`config.mk`:
```
export PLATFORM = sky130hd
export DESIGN_NAME = mem_port_arbiter_flat
export DESIGN_NICKNAME = d
export VERILOG_FILES = /design/src/rtl/mem_port_arbiter_pkg.sv /design/src/rtl/mem_port_arbiter_if.sv /design/src/rtl/mem_port_arbiter.sv /design/src/flat_wrapper.sv
export SDC_FILE = /design/constraint.sdc
export NUM_CORES = 1
export LEC_CHECK = 0
export CORE_ASPECT_RATIO = 1.2
export CORE_UTILIZATION = 39
export CTS_BUF_LIST = sky130_fd_sc_hd__clkbuf_4
export DETAILED_ROUTE_END_ITERATION = 8
export GPL_ROUTABILITY_DRIVEN = 0
export MAX_ROUTING_LAYER = met4
export PLACE_DENSITY = 0.85
export SKIP_LAST_GASP = 1
export SYNTH_ARGS = -nofsm -noshare
export SYNTH_HDL_FRONTEND = slang
export SYNTH_SLANG_ARGS = --single-unit
```
`constraint.sdc`:
```
create_clock -name clk -period 2.6 [get_ports clk]
set_input_delay 0.52 -clock clk [delete_from_list [all_inputs] [get_ports clk]]
set_output_delay 0.52 -clock clk [all_outputs]
set_load 0.005 [all_outputs]
```
`src/rtl/mem_port_arbiter_pkg.sv`:
```
// rtl/mem_port_arbiter_pkg.sv - shared types and constants for the unified memory port arbiter
package mem_port_arbiter_pkg;

  typedef enum logic {IDLE, BUSY} arb_state_t;
  typedef enum logic {OWN_IF, OWN_DM} owner_t;

  localparam int MEM_LAT_MIN = 1;
  localparam int MEM_LAT_MAX = 4;

  function automatic bit mem_lat_legal(input int lat);
    return (lat >= MEM_LAT_MIN) && (lat <= MEM_LAT_MAX);
  endfunction

endpackage

```
`src/rtl/mem_port_arbiter_if.sv`:
```
// rtl/mem_port_arbiter_if.sv - fetch, data and memory-side signals of the memory port arbiter
interface mem_port_arbiter_if #(
  parameter int ADDR_W = 20,
  parameter int DATA_W = 16
) ();

  logic              if_req;
  logic [ADDR_W-1:0] if_addr;
  logic              if_flush;
  logic [DATA_W-1:0] if_rdata;
  logic              if_valid;
  logic              if_stall;

  logic              dm_req;
  logic              dm_we;
  logic [ADDR_W-1:0] dm_addr;
  logic [DATA_W-1:0] dm_wdata;
  logic [DATA_W-1:0] dm_rdata;
  logic              dm_valid;
  logic              dm_stall;

  logic              mem_en;
  logic              mem_we;
  logic [ADDR_W-1:0] mem_addr;
  logic [DATA_W-1:0] mem_wdata;
  logic [DATA_W-1:0] mem_rdata;

  // Arbiter side
  modport slave (
    input  if_req, if_addr, if_flush, dm_req, dm_we, dm_addr, dm_wdata, mem_rdata,
    output if_rdata, if_valid, if_stall, dm_rdata, dm_valid, dm_stall,
    output mem_en, mem_we, mem_addr, mem_wdata
  );

  // Pipeline stages and memory side
  modport master (
    output if_req, if_addr, if_flush, dm_req, dm_we, dm_addr, dm_wdata, mem_rdata,
    input  if_rdata, if_valid, if_stall, dm_rdata, dm_valid, dm_stall,
    input  mem_en, mem_we, mem_addr, mem_wdata
  );

endinterface

```
`src/rtl/mem_port_arbiter.sv`:
```
// rtl/mem_port_arbiter.sv - single-port memory arbiter: data priority with bounded fetch starvation
module mem_port_arbiter
  import mem_port_arbiter_pkg::*;
#(
  parameter int ADDR_W     = 20,
  parameter int DATA_W     = 16,
  parameter int MEM_LAT    = 1,
  parameter int STARVE_MAX = 2
) (
  input logic              clk,
  input logic              reset,
  mem_port_arbiter_if.slave bus
);

  if (!mem_lat_legal(MEM_LAT)) begin : g_bad_mem_lat
    $error("mem_port_arbiter: MEM_LAT out of range");
  end

  localparam int LW = $clog2(MEM_LAT_MAX + 1);
  localparam int SW = (STARVE_MAX < 1) ? 1 : $clog2(STARVE_MAX + 1);
  localparam logic [SW-1:0] STARVE_SAT = SW'(STARVE_MAX);
  localparam logic [LW-1:0] LAT_INIT   = LW'(MEM_LAT);

  arb_state_t        state, state_nxt;
  owner_t            owner, owner_nxt;
  logic [LW-1:0]     lat_cnt, lat_nxt;
  logic              drop, drop_nxt;
  logic [SW-1:0]     starve_cnt, starve_nxt;
  logic [ADDR_W-1:0] addr_q, addr_nxt;
  logic [DATA_W-1:0] wdata_q, wdata_nxt;
  logic              we_q, we_nxt;
  logic              if_cand;
  logic              grant_if;
  logic              grant_dm;

  always_ff @(posedge clk) begin
    if (reset) begin
      state      <= IDLE;
      owner      <= OWN_IF;
      lat_cnt    <= '0;
      drop       <= 1'b0;
      starve_cnt <= '0;
      addr_q     <= '0;
      wdata_q    <= '0;
      we_q       <= 1'b0;
    end else begin
      state      <= state_nxt;
      owner      <= owner_nxt;
      lat_cnt    <= lat_nxt;
      drop       <= drop_nxt;
      starve_cnt <= starve_nxt;
      addr_q     <= addr_nxt;
      wdata_q    <= wdata_nxt;
      we_q       <= we_nxt;
    end
  end

  always_comb begin
    state_nxt     = state;
    owner_nxt     = owner;
    lat_nxt       = lat_cnt;
    drop_nxt      = drop;
    starve_nxt    = starve_cnt;
    addr_nxt      = addr_q;
    wdata_nxt     = wdata_q;
    we_nxt        = we_q;
    grant_if      = 1'b0;
    grant_dm      = 1'b0;
    bus.mem_en    = 1'b0;
    bus.mem_we    = 1'b0;
    bus.mem_addr  = '0;
    bus.mem_wdata = '0;
    bus.if_valid  = 1'b0;
    bus.if_rdata  = '0;
    bus.dm_valid  = 1'b0;
    bus.dm_rdata  = '0;
    // A flushed fetch is not a candidate in the cycle the flush is seen
    if_cand       = bus.if_req & ~bus.if_flush;

    // Outputs stay quiet while reset is high so an in-flight access never completes
    if (!reset) begin
      unique case (state)
        IDLE: begin
          if (bus.dm_req && (!if_cand || starve_cnt != STARVE_SAT)) begin
            grant_dm = 1'b1;
          end else if (if_cand) begin
            grant_if = 1'b1;
          end

          if (grant_dm) begin
            owner_nxt  = OWN_DM;
            addr_nxt   = bus.dm_addr;
            wdata_nxt  = bus.dm_wdata;
            we_nxt     = bus.dm_we;
            if (!bus.if_req) begin
              starve_nxt = '0;
            end else if (starve_cnt != STARVE_SAT) begin
              starve_nxt = starve_cnt + 1'b1;
            end
          end else if (grant_if) begin
            owner_nxt  = OWN_IF;
            addr_nxt   = bus.if_addr;
            wdata_nxt  = '0;
            we_nxt     = 1'b0;
            starve_nxt = '0;
          end

          if (grant_dm || grant_if) begin
            state_nxt     = BUSY;
            lat_nxt       = LAT_INIT;
            drop_nxt      = 1'b0;
            bus.mem_en    = 1'b1;
            bus.mem_we    = we_nxt;
            bus.mem_addr  = addr_nxt;
            bus.mem_wdata = wdata_nxt;
          end
        end

        BUSY: begin
          bus.mem_addr  = addr_q;
          bus.mem_wdata = wdata_q;
          lat_nxt       = lat_cnt - 1'b1;
          if (owner == OWN_IF && bus.if_flush) begin
            drop_nxt = 1'b1;
          end
          if (lat_cnt == LW'(1)) begin
            state_nxt = IDLE;
            drop_nxt  = 1'b0;
            if (owner == OWN_DM) begin
              bus.dm_valid = 1'b1;
              bus.dm_rdata = we_q ? '0 : bus.mem_rdata;
            end else if (!drop && !bus.if_flush) begin
              bus.if_valid = 1'b1;
              bus.if_rdata = bus.mem_rdata;
            end
          end
        end

        default: ;
      endcase
    end
  end

  assign bus.if_stall = bus.if_req & ~bus.if_valid;
  assign bus.dm_stall = bus.dm_req & ~bus.dm_valid;

endmodule
```
`src/flat_wrapper.sv`:
```
// flat-port wrapper written by rule: the top's interface ports become plain ports
module mem_port_arbiter_flat import mem_port_arbiter_pkg::*;
#(
  parameter int ADDR_W     = 20,
  parameter int DATA_W     = 16,
  parameter int MEM_LAT    = 1,
  parameter int STARVE_MAX = 2
)
  (clk, reset, bus_if_req, bus_if_addr, bus_if_flush, bus_dm_req, bus_dm_we, bus_dm_addr, bus_dm_wdata, bus_mem_rdata, bus_if_rdata, bus_if_valid, bus_if_stall, bus_dm_rdata, bus_dm_valid, bus_dm_stall, bus_mem_en, bus_mem_we, bus_mem_addr, bus_mem_wdata);
  mem_port_arbiter_if #(.ADDR_W(ADDR_W), .DATA_W(DATA_W)) bus_i ();
  input logic clk;
  input logic reset;
  input wire logic [$bits(bus_i.if_req)-1:0] bus_if_req;
  input wire logic [$bits(bus_i.if_addr)-1:0] bus_if_addr;
  input wire logic [$bits(bus_i.if_flush)-1:0] bus_if_flush;
  input wire logic [$bits(bus_i.dm_req)-1:0] bus_dm_req;
  input wire logic [$bits(bus_i.dm_we)-1:0] bus_dm_we;
  input wire logic [$bits(bus_i.dm_addr)-1:0] bus_dm_addr;
  input wire logic [$bits(bus_i.dm_wdata)-1:0] bus_dm_wdata;
  input wire logic [$bits(bus_i.mem_rdata)-1:0] bus_mem_rdata;
  output wire logic [$bits(bus_i.if_rdata)-1:0] bus_if_rdata;
  output wire logic [$bits(bus_i.if_valid)-1:0] bus_if_valid;
  output wire logic [$bits(bus_i.if_stall)-1:0] bus_if_stall;
  output wire logic [$bits(bus_i.dm_rdata)-1:0] bus_dm_rdata;
  output wire logic [$bits(bus_i.dm_valid)-1:0] bus_dm_valid;
  output wire logic [$bits(bus_i.dm_stall)-1:0] bus_dm_stall;
  output wire logic [$bits(bus_i.mem_en)-1:0] bus_mem_en;
  output wire logic [$bits(bus_i.mem_we)-1:0] bus_mem_we;
  output wire logic [$bits(bus_i.mem_addr)-1:0] bus_mem_addr;
  output wire logic [$bits(bus_i.mem_wdata)-1:0] bus_mem_wdata;
  assign bus_i.if_req = bus_if_req;
  assign bus_i.if_addr = bus_if_addr;
  assign bus_i.if_flush = bus_if_flush;
  assign bus_i.dm_req = bus_dm_req;
  assign bus_i.dm_we = bus_dm_we;
  assign bus_i.dm_addr = bus_dm_addr;
  assign bus_i.dm_wdata = bus_dm_wdata;
  assign bus_i.mem_rdata = bus_mem_rdata;
  assign bus_if_rdata = bus_i.if_rdata;
  assign bus_if_valid = bus_i.if_valid;
  assign bus_if_stall = bus_i.if_stall;
  assign bus_dm_rdata = bus_i.dm_rdata;
  assign bus_dm_valid = bus_i.dm_valid;
  assign bus_dm_stall = bus_i.dm_stall;
  assign bus_mem_en = bus_i.mem_en;
  assign bus_mem_we = bus_i.mem_we;
  assign bus_mem_addr = bus_i.mem_addr;
  assign bus_mem_wdata = bus_i.mem_wdata;
  mem_port_arbiter #(.ADDR_W(ADDR_W), .DATA_W(DATA_W), .MEM_LAT(MEM_LAT), .STARVE_MAX(STARVE_MAX)) u_core (.clk(clk), .reset(reset), .bus(bus_i));
endmodule
```
### Word level (Yosys, flattened, before mapping)

Cells that the tools add are included.

| storage, ports and cells | value |
|---|---|
| word-level logic and storage cells | 93 |
| flip-flop bits (word level) | 45 |
| output and inout bits | 74 |
| input port bits | 78 |

| operators by class | value |
|---|---|
| reduce and logical (&&, ||, !) cells | 12 |
| mux-type cells | 58 |
| bitwise gates (word level) | 8 |
| add/subtract/negate cells | 2 |
| equality and inequality tests | 5 |

Operators by type and width:

| cell | number |
|---|---|
| 16-bit 2-to-1 mux | 14 |
| 20-bit 2-to-1 mux | 4 |
| 20-bit one-hot mux with 2 select lines | 1 |
| 16-bit one-hot mux with 2 select lines | 1 |
| 1-bit 2-to-1 mux | 30 |
| 2-bit 2-to-1 mux | 4 |
| 3-bit one-hot mux with 2 select lines | 1 |
| 1-bit inverter | 5 |
| 1-bit one-hot mux with 2 select lines | 2 |
| 2-bit AND reduction | 2 |
| 1-bit bitwise AND | 3 |
| 3-bit by 1-bit equality test with 1-bit output, second input constant | 1 |
| 1-bit logical AND | 3 |
| 1-bit logical NOT | 3 |
| 3-bit 2-to-1 mux | 1 |
| 3-bit by 2-bit != test with 1-bit output, second input constant | 1 |
| 3-bit != test, second input constant | 1 |
| 3-bit AND reduction | 1 |
| 3-bit by 1-bit subtractor with 3-bit output, second input constant | 1 |
| 2-bit by 1-bit adder with 2-bit output, second input constant | 1 |
| 1-bit logical OR | 2 |
| 2-bit by 1-bit != test with 1-bit output, second input constant | 1 |
| 2-bit != test, second input constant | 1 |
| 2-bit nonzero test | 1 |

### Logic depth before layout (Yosys ltp)

| logic depth | value |
|---|---|
| depth in word-level cells | 13 |
| gate-level depth with buffers | 8 |
| depth with buffers taken out | 6 |

### Worst setup path before layout

OpenSTA, ideal clock, no wires.

| timing | value |
|---|---|
| kind | input port to output port |
| from | input port bus_if_req |
| to | output port bus_mem_addr[10] |
| slack | 0.412 ns |
| arrival time | 1.668 ns |
| path buffers | 2 |
| required time | 2.080 ns |
| stages on the path | 6 |
| cell sequence | nor2b_1 > buf_2 > a2111oi_4 > buf_6 > a22o_1 > o21bai_1 |

| on the way | value |
|---|---|
| word-level cells in the longest chain between the ends | 12 |
| elaborated cells on any way between the ends | 17 |
| those cells by class | mux (12); bitwise (1); reduce/logical (4) |

Ends and longest elaborated chain:

| item | RTL line | source |
|---|---|---|
| start: declaration | flat_wrapper.sv:13 | `input wire logic [$bits(bus_i.if_req)-1:0] bus_if_req;` |
| 1-bit bitwise AND (*) | mem_port_arbiter.sv:78 | `if_cand = bus.if_req & ~bus.if_flush;` |
| 1-bit logical NOT | mem_port_arbiter.sv:84 | `if (bus.dm_req && (!if_cand \|\| starve_cnt != STARVE_SAT)) begin` |
| 1-bit logical OR | mem_port_arbiter.sv:84 |  |
| 1-bit logical AND | mem_port_arbiter.sv:84 |  |
| 1-bit 2-to-1 mux | mem_port_arbiter.sv:84 |  |
| 1-bit 2-to-1 mux | mem_port_arbiter.sv:82 | `unique case (state)` |
| 1-bit 2-to-1 mux | mem_port_arbiter.sv:81 | `if (!reset) begin` |
| 20-bit 2-to-1 mux | mem_port_arbiter.sv:100 | `end else if (grant_if) begin` |
| 20-bit 2-to-1 mux | mem_port_arbiter.sv:90 | `if (grant_dm) begin` |
| 20-bit 2-to-1 mux (*) | mem_port_arbiter.sv:108 | `if (grant_dm \|\| grant_if) begin` |
| 20-bit one-hot mux with 2 select lines (*) | mem_port_arbiter.sv:82 |  |
| 20-bit 2-to-1 mux (*) | mem_port_arbiter.sv:81 |  |
| end: declaration | flat_wrapper.sv:29 | `output wire logic [$bits(bus_i.mem_addr)-1:0] bus_mem_addr;` |

Mark *: on every way between the ends. The rest lies on a longest branch, timed or not. The select of a mux whose other input is x is not followed.

### Final worst setup path

| timing | value |
|---|---|
| from | register u_core.lat_cnt[1] |
| to | output port bus_dm_rdata[11] |

| on the way | value |
|---|---|
| word-level cells in the longest chain between the ends | 4 |

Ends and longest elaborated chain:

| item | RTL line | source |
|---|---|---|
| start: declaration | mem_port_arbiter.sv:26 | `logic [LW-1:0] lat_cnt, lat_nxt;` |
| start signal: assignment | mem_port_arbiter.sv:49 | `lat_cnt <= lat_nxt;` |
| 3-bit by 1-bit equality test with 1-bit output | mem_port_arbiter.sv:126 | `if (lat_cnt == LW'(1)) begin` |
| 16-bit 2-to-1 mux | mem_port_arbiter.sv:126 |  |
| 16-bit 2-to-1 mux | mem_port_arbiter.sv:82 |  |
| 16-bit 2-to-1 mux | mem_port_arbiter.sv:81 |  |
| end: declaration | flat_wrapper.sv:24 | `output wire logic [$bits(bus_i.dm_rdata)-1:0] bus_dm_rdata;` |

No other way between the ends.

==> qor.yml <==
floorplanning:
  die_area_sq_um: 6995
  initial_core_util: 0.4031
  pin_count: 152
  die_x_microns: 76.52
  die_height_microns: 91.42
  rows: 32
  core_sq_um: 6446
cells_and_area:
  regArea_sq_um: 908.4
  diodes: 0
  final_nets: 578
  syn_to_final_growth_pct: 89.31
  final_layout_size_suffix_gt1_frac: 0.2631
  multi_input_area_sq_um: 1668
  num-fill-cells: 436
  fin_util: 0.7632
timing:
  fmax_mhz: 362.1
  worst_slack_ns: -0.1616
  finalMaxSlewViolations: 0
  skew_ns: 0.008703
  max_slew_margin: 0.2899
  hold_viol: 0
  setup_tns_ns: -1.821
  fin_crit_sh: 1.062
  period_needed_ns: 2.762
  whs_ns: 0.4670
  rsz0062_at_grt: "true"
  tightest_slew_ns: 1.061
  final-setup-viol-count: 19
clock_tree:
  path_clk_slew_ns: 0.13
  clk_latency_ns: 0.35
  cts_tree: "yes"
  cts.sinks: 45
  cts-htree-levels: 2
  cts_buffers: 5
  hold_buffers: 0
  cts_root_buf: "clkbuf_4"
  clk_path_buf_depth: 2
routing:
  num_vias: 3152
  drt-pass1-iter-count: 4
  avgViaCountPerCell: 5.407
  drtIter0Drc: 133
  drc: 0
  wl_per_cell_microns: 16.52
  routed_wl_microns: 9633
  ant_nets: 0
logic_synthesis:
  synth_edf_count: 0
  yosysSeqAreaShare: 0.3467
  synth_top_cell_area_share: 0.3467
  post-synth-top-count-cell: "dfxtp_1"
  syn-mean-instance-area_sq_um: 9.087
  ys.flop_type: "dfxtp_1"
  synth_nets: 367
  synth_top_area_cell: "dfxtp_1"
  synthCells: 286
  ys_top_cells_by_area: "dfxtp_1, a22o_1, o21bai_1"
  netlist_area_sq_um: 2599
  synth_cell_types: 37
  synth-seq-cells: 45
  synth_common_cells: "dfxtp_1, a22o_1, o21bai_1"
  synth_warnings: 0
  synthArstFlopShare: 0
critical_path:
  path_cells: "inv_1 -> ha_2 -> nor2b_4 -> nand2_4 -> nor3b_4 -> buf_6 -> and2_1 -> clkdlybuf4s50_1"
  critical_path.max_fanout: 8
  end_kind: "output port"
  cp_num_buf_inv: 3
  slowest_stage: "clkdlybuf4s50_1"
  cp_top_family: "buffers and inverters"
  crit_required_ns: 2.08
  crit_type: "flip-flop to output port"
  worstPathArrival_ns: 2.24
  startpoint_type: "flip-flop"
  slowest_delay_ns: 0.51
global_routing:
  top_usage_layer: "met2"
  grt_pass1_wl_microns: 14400
  grt_start_max_net_pins: 22
  grt_antenna_before_repair: 0
  use_met3: 0.04925
  grt_pass1_vias: 3045
  grt-ovfl-total: 0
  grt_use_met1: 0.2771
  use_met2: 0.4647
  grt_usage: 0.2643
placement:
  place_hpwl_microns: 6370
  port_buffers: 151
power:
  leakage_uw: 0.002458
  ir_worst_vdd_mv: 0.2242
  cellPowerDensity_nw_per_um2: 386.3
hold_path:
  hp-class: "flip-flop to flip-flop"
run_status:
  violations: "negative setup slack"
  status: "finished, violations left"
flow_run:
  maxCapViolCount: 0
==> kinds of logic after synthesis <==
| kind of cell | Yosys count | synth area share |
|---|---|---|
| xor+xnor | 1 | 0.003371 |
| mux | 21 | 0.08185 |
| flops | 45 | 0.3467 |
| compound gates | 109 | 0.3317 |
| buf+inv | 29 | 0.05296 |
| fa+ha+maj | 3 | 0.01445 |
| simple gates | 78 | 0.1690 |
==> path summary, 6_finish.rpt <==
kind	depth (start not counted)	slack, ns	startpoint	to
min	2	0.47	u_core.wdata_q[1]$_SDFFE_PP0N_	u_core.wdata_q[1]$_SDFFE_PP0N_
max reg2reg	7	0.74	u_core.starve_cnt[1]$_SDFFE_PP0P_	u_core.addr_q[4]$_SDFFE_PP0N_
min reg2reg	2	0.47	u_core.wdata_q[1]$_SDFFE_PP0N_	u_core.wdata_q[1]$_SDFFE_PP0N_
max	8	-0.16	u_core.lat_cnt[1]$_SDFFE_PP0P_	bus_dm_rdata[11]
==> worst reg2reg max path, stage by stage, from the launching register on <==
cell and delay, ns:
dfxtp_1 0.41, ha_4 0.19, buf_12 0.11, nand2_1 0.09, o21ai_2 0.16, buf_4 0.15, nand2_1 0.38, o21bai_1 0.31
==> through the flow <==
stage	cells	setup WS, ns	instance area [sq um]	total power, uW
2_1_floorplan	286	0.4117	2599	1055
3_3_place_gp	544	-0.5069	4453	1381
3_5_place_dp	544	-0.5203	4453	1398
4_1_cts	566	-0.1016	4692	1864
5_1_grt	583	-0.3069	4920	1988
6_report	583	-0.1616	4920	1900
==> power breakdown <==
group	switching, uW	leakage [uW]	internal, uW	total [uW]
sequential	48.0	0.000371	754	802
clock	227	0.0000433	211	438
combinational	271	0.00204	390	661
total	546	0.00246	1350	1900
==> area by class of cell <==
type / count / share of cell area
inverter: 7 / 0.006104
sequential: 45 / 0.1846
clock buffer: 6 / 0.009156
tap: 85 / 0.02162
clock inverter: 2 / 0.006867
timing repair buffer: 226 / 0.4326
multi-input combinational: 212 / 0.3390
==> state kept, by name, indices dropped and copies added (netlist names) <==
| signal | cells |
|---|---|
| u_core.addr_q | 20 |
| u_core.wdata_q | 16 |
| u_core.lat_cnt | 3 |
| u_core.starve_cnt | 2 |
| u_core.drop | 1 |
| u_core.owner | 1 |
| u_core.state | 1 |
| u_core.we_q | 1 |
==> layer usage <==
metal | vias up | wire length, microns | share of wire
met5 | - | 0 | 0
met4 | 0 | 302 | 0.031
li1 | 1479 | - | -
met1 | 1490 | 3752 | 0.39
met3 | 24 | 601 | 0.062
met2 | 159 | 4977 | 0.52
==> layout by cell type (no fill, tap or decap), drive strengths merged, types with 3 or more instances in the layout <==
cell type / count
clkdlybuf4s50: 94
buf: 91
dfxtp: 45
a22o: 40
o21bai: 34
and2: 33
dlymetal6s2s: 21
mux2i: 19
nand2: 16
dlygate4sd2: 11
a21oi: 11
clkbuf: 11
nor2: 8
nand3: 6
inv: 6
nor2b: 5
o21ai: 5
a21o: 4
nand2b: 3
a32o: 3
a211oi: 3
clkdlybuf4s15: 3
ha: 3
==> repair_timing <==
action                                  CTS  global route
hold endpoints to repair                  0             0
cloned                                    2             1
buffers inserted                         12            20
endpoints found under the setup margin   74            65
resized for setup                       119            57
pin swaps                                 3            11
No activity file was read; power rests on OpenSTA's default activity.
